**config.mk**
```make
export PLATFORM = sky130hd
export DESIGN_NAME = msk_par2ser
export DESIGN_NICKNAME = d
export VERILOG_FILES = /design/src/rtl/msk_par2ser.sv
export SDC_FILE = /design/constraint.sdc
export NUM_CORES = 1
export LEC_CHECK = 0
export ABC_CLOCK_PERIOD_IN_PS = 1900
export CORE_UTILIZATION = 51
export DETAILED_ROUTE_END_ITERATION = 6
export GPL_ROUTABILITY_DRIVEN = 1
export HOLD_SLACK_MARGIN = 0.12
export PLACE_DENSITY = 0.88
export REMOVE_ABC_BUFFERS = 1
export SETUP_SLACK_MARGIN = 0.3
export SYNTH_ARGS = -nofsm -noshare
export SYNTH_HDL_FRONTEND = slang
export SYNTH_SLANG_ARGS = --single-unit
```
**constraint.sdc**
```tcl
create_clock -name clk -period 1.9 [get_ports clk]
set_input_delay 0.19 -clock clk [delete_from_list [all_inputs] [get_ports clk]]
set_output_delay 0.19 -clock clk [all_outputs]
set_load 0.02 [all_outputs]
```
**src/rtl/msk_par2ser.sv**
```systemverilog
// Masked parallel-to-serial unloader: loads nwords masked elements at once and
// emits them lowest element first, one per accepted transfer. Shares are only moved or held.
module msk_par2ser #(
  parameter int d      = 2,
  parameter int count  = 1,
  parameter int nwords = 4
) (
  input  logic                        clk,
  input  logic                        rst_n,
  input  logic                        in_valid,
  output logic                        in_ready,
  input  logic [nwords*count*d-1:0]   in,
  output logic                        out_valid,
  input  logic                        out_ready,
  output logic [count*d-1:0]          out
);

  localparam int EW = count * d;
  localparam int SW = nwords * EW;
  localparam int IW = (nwords > 1) ? $clog2(nwords) : 1;

  typedef enum logic {S_IDLE = 1'b0, S_BUSY = 1'b1} state_t;

  state_t          r_state;
  state_t          w_state_next;
  logic [SW-1:0]   r_sreg;
  logic [SW-1:0]   w_shift;
  logic [IW-1:0]   r_idx;
  logic [IW-1:0]   w_idx_next;
  logic            w_last;
  logic            w_in_fire;
  logic            w_out_fire;

  assign w_last = (r_idx == IW'(nwords - 1));

  // Shift view: each element takes its upper neighbour, the top element becomes all-zero shares.
  for (genvar gi = 0; gi < nwords; gi++) begin : g_elem
    if (gi == nwords - 1) begin : g_top
      assign w_shift[gi*EW +: EW] = '0;
    end else begin : g_mid
      assign w_shift[gi*EW +: EW] = r_sreg[(gi+1)*EW +: EW];
    end
  end

  always_comb begin
    w_state_next = r_state;
    w_idx_next   = r_idx;
    in_ready     = 1'b0;
    out_valid    = 1'b0;
    case (r_state)
      S_IDLE: in_ready = 1'b1;
      S_BUSY: begin
        out_valid = 1'b1;
        in_ready  = out_ready & w_last;
      end
      default: ;
    endcase
    w_in_fire  = in_valid & in_ready;
    w_out_fire = out_valid & out_ready;
    // A load in the same cycle as the last element leaving wins over the shift.
    if (w_in_fire) begin
      w_state_next = S_BUSY;
      w_idx_next   = '0;
    end else if (w_out_fire) begin
      if (w_last) begin
        w_state_next = S_IDLE;
        w_idx_next   = '0;
      end else begin
        w_idx_next = r_idx + IW'(1);
      end
    end
  end

  always_ff @(posedge clk or negedge rst_n) begin
    if (!rst_n) begin
      r_state <= S_IDLE;
      r_idx   <= '0;
      r_sreg  <= '0;
    end else begin
      r_state <= w_state_next;
      r_idx   <= w_idx_next;
      if (w_in_fire) begin
        r_sreg <= in;
      end else if (w_out_fire) begin
        r_sreg <= w_shift;
      end
    end
  end

  assign out = r_sreg[EW-1:0];

endmodule

```
==> results.json <==
{
  "syn_area_um2": 711,
  "syn_avg_cell_area_um2": 10.0,
  "synth_edf_count": 0,
  "synth_warnings": 0,
  "synth_top_area_share_pct": 38.7,
  "yosys_register_bits": 11,
  "wire_per_inst_um": 13.6,
  "power.net_switching_uw": 396,
  "cpPeakStageDelay_ns": 0.41,
  "antennaDiodeCount": 0,
  "path_max_fanout": 4,
  "p_int_uw": 705,
  "cpMaxStageDelayCell": "dfrtp_1",
  "status": "finished, final reports clean",
  "rsz0062_at_grt": "no",
  "ctsHoldBuffers": 0,
  "power_frac_seq_pct": 36.0,
  "vias_per_cell": 5.77,
  "hp-class": "in -> async",
  "num-fill-cells": 112,
  "finClkSkew_ns": 0.00177,
  "layout_common_cells": "clkdlybuf4s50_1 (14), dfrtp_1 (11), nand2b_1 (8), mux2i_1 (8), o22ai_1 (7)",
  "tritoncts": "done",
  "wl_um": 1390,
  "clk_root_buffer_cell": "clkbuf_4",
  "synthTopCellsByArea": "dfrtp_1 (39%), mux2i_1 (11%), mux2_2 (9.5%)",
  "finalPower_mw": 1.10,
  "synth_top_area_cell": "dfrtp_1",
  "switching_share_pct": 36.0,
  "multi_input_area_um2": 379,
  "grt_pass1_vias": 521,
  "cts.sinks": 11,
  "pwr-share-clk_pct": 14.3,
  "fin_tns_setup_ns": 0,
  "cp_cell_sequence": "ha_1 > nand2_1 > nand2_1 > clkdlybuf4s15_1",
  "path_clk_slew_ns": 0.07,
  "period_share_pct": 79.3,
  "grt_pass1_wl_um": 2170,
  "initial_core_util_pct": 54.6,
  "async_flop_share_pct": 100,
  "dr_total_vias": 589,
  "clk_latency_ns": 0.26,
  "dp_hpwl_um": 989,
  "slew_headroom_pct": 67.4,
  "final_common_cell": "clkdlybuf4s50_1",
  "gr-usage-all-layers_pct": 21.4,
  "gr-total-overflow": 0,
  "ant_nets": 0,
  "final-seq-area_um2": 275,
  "finalCriticalPeriod_ns": 1.51,
  "synth_ff_type": "dfrtp_1",
  "die_y_um": 39.3,
  "ios": 16,
  "nets": 101,
  "cpMostUsedCell": "nand2_1",
  "clock_path_buffers": 2,
  "cts_buffers": 3,
  "post_cts_resized": 1,
  "max_slew.worst_pin.slew_ns": 0.488,
  "pwr_density_cell_nw_per_um2": 1240,
  "cts_max_level": 1,
  "io_buffers": 15,
  "die_w_um": 39.3,
  "p_leak_nw": 0.410,
  "reg2reg_depth": 5,
  "ir_drop_mv": 0.710,
  "start_kind": "flop",
  "drt-initial-drc-count": 7,
  "cts_setup_buffers": 0,
  "comb_power_share_pct": 49.7,
  "antenna_found_initial": 0,
  "worstSetupPathType": "reg -> out",
  "rows": 13,
  "area_growth_pct": 25.4,
  "cp_data_arrival_time_ns": 1.32,
  "finalSetupViolCount": 0,
  "dr.pass1.iters": 4,
  "core-area_um2": 1300,
  "finalHoldViolCount": 0,
  "finalMaxSlewViolations": 0,
  "worstPathRequired_ns": 1.71,
  "crit_path_end_kind": "output pin",
  "grt_max_degree": 20,
  "cap_violations": 0,
  "syn_inst": 71,
  "max_freq_mhz": 664,
  "seq_area_frac_synth_pct": 38.7,
  "gp_congestion": 0.633,
  "synth.distinct_cells": 21,
  "drc_errors": 0,
  "drive_gt1_share_pct": 16.1,
  "die_area_um2": 1550
}
state kept, by name, summed over array words and instances (netlist names):
signal,flops
r_sreg,8
r_idx,2
r_state,1
power by group through the flow:
stage	registers, mW	clock network, mW	logic [mW]
2_1_floorplan	0.430	0	0.331
3_3_place_gp	0.393	0	0.535
5_1_grt	0.410	0.178	0.595
6_report	0.396	0.157	0.547
4_1_cts	0.397	0.164	0.551
3_5_place_dp	0.402	0	0.554
critical path, delay by kind of cell (launching register included):
kind | cells | cell delay, ns
flops | 1 | 0.41
buf+inv | 1 | 0.28
fa+ha+maj | 1 | 0.23
simple gates | 2 | 0.12
synthesized netlist by cell type (2+ instances only):
| master | number |
|---|---|
| dfrtp_1 | 11 |
| mux2i_1 | 8 |
| nand2b_1 | 8 |
| o22ai_1 | 7 |
| a21oi_1 | 6 |
| mux2_2 | 6 |
| inv_1 | 3 |
| nand2_1 | 3 |
| buf_2 | 2 |
| buf_4 | 2 |
| mux2_1 | 2 |
| nand4_1 | 2 |
| nor2_1 | 2 |
| o221ai_1 | 2 |
worst paths after layout:
| check | start | end | slack [ns] |
|---|---|---|---|
| min | rst_n | r_idx[0] | 0.25 |
| min in group clk | r_state | r_state | 0.54 |
| max reg2reg | r_idx[0] | r_sreg[1] | 0.52 |
| max in group asynchronous | rst_n | r_idx[1] | 1.32 |
| min reg2reg | r_state | r_state | 0.54 |
| max | r_idx[0] | in_ready | 0.39 |
area by class of cell:
type | instances | area share, %
multi-input combinational | 50 | 42.6
sequential | 11 | 30.9
timing repair buffer | 19 | 20.2
clock buffer | 4 | 2.95
tap | 15 | 2.11
inverter | 3 | 1.26
stage by stage:
stage | instances | util, % | setup WS (ns) | hold slack [ns] | area (µm²)
after floorplan | 64 | - | 0.558 | -0.106 | 666
after global placement | 98 | 66.4 | 0.281 | 0.521 | 865
after detailed placement | 98 | 66.4 | 0.294 | 0.527 | 865
after CTS | 102 | 68.4 | 0.352 | 0.267 | 890
after global routing | 102 | 68.5 | 0.321 | 0.298 | 891
final | 102 | 68.5 | 0.393 | 0.252 | 891
per-layer routing:
metal	track usage, %	share of wire, %
met1	24.8	45
met2	37.9	51
met3	3.41	3.2
met4	10.3	0.86
met5	0	0
cell families (layout without fill, tap and decap cells):
| logic type | Yosys count | count (layout) | share of synthesized area, % |
|---|---|---|---|
| adders and majority gates | 1 | 1 | 1.76 |
| DFF | 11 | 11 | 38.7 |
| AOI/OAI and AO/OA | 17 | 17 | 15.3 |
| muxes | 16 | 16 | 23.9 |
| and+or+nand+nor | 16 | 16 | 12.3 |
| buffers and inverters | 10 | 26 | 7.92 |
No activity file was read; power rests on OpenSTA's default activity.
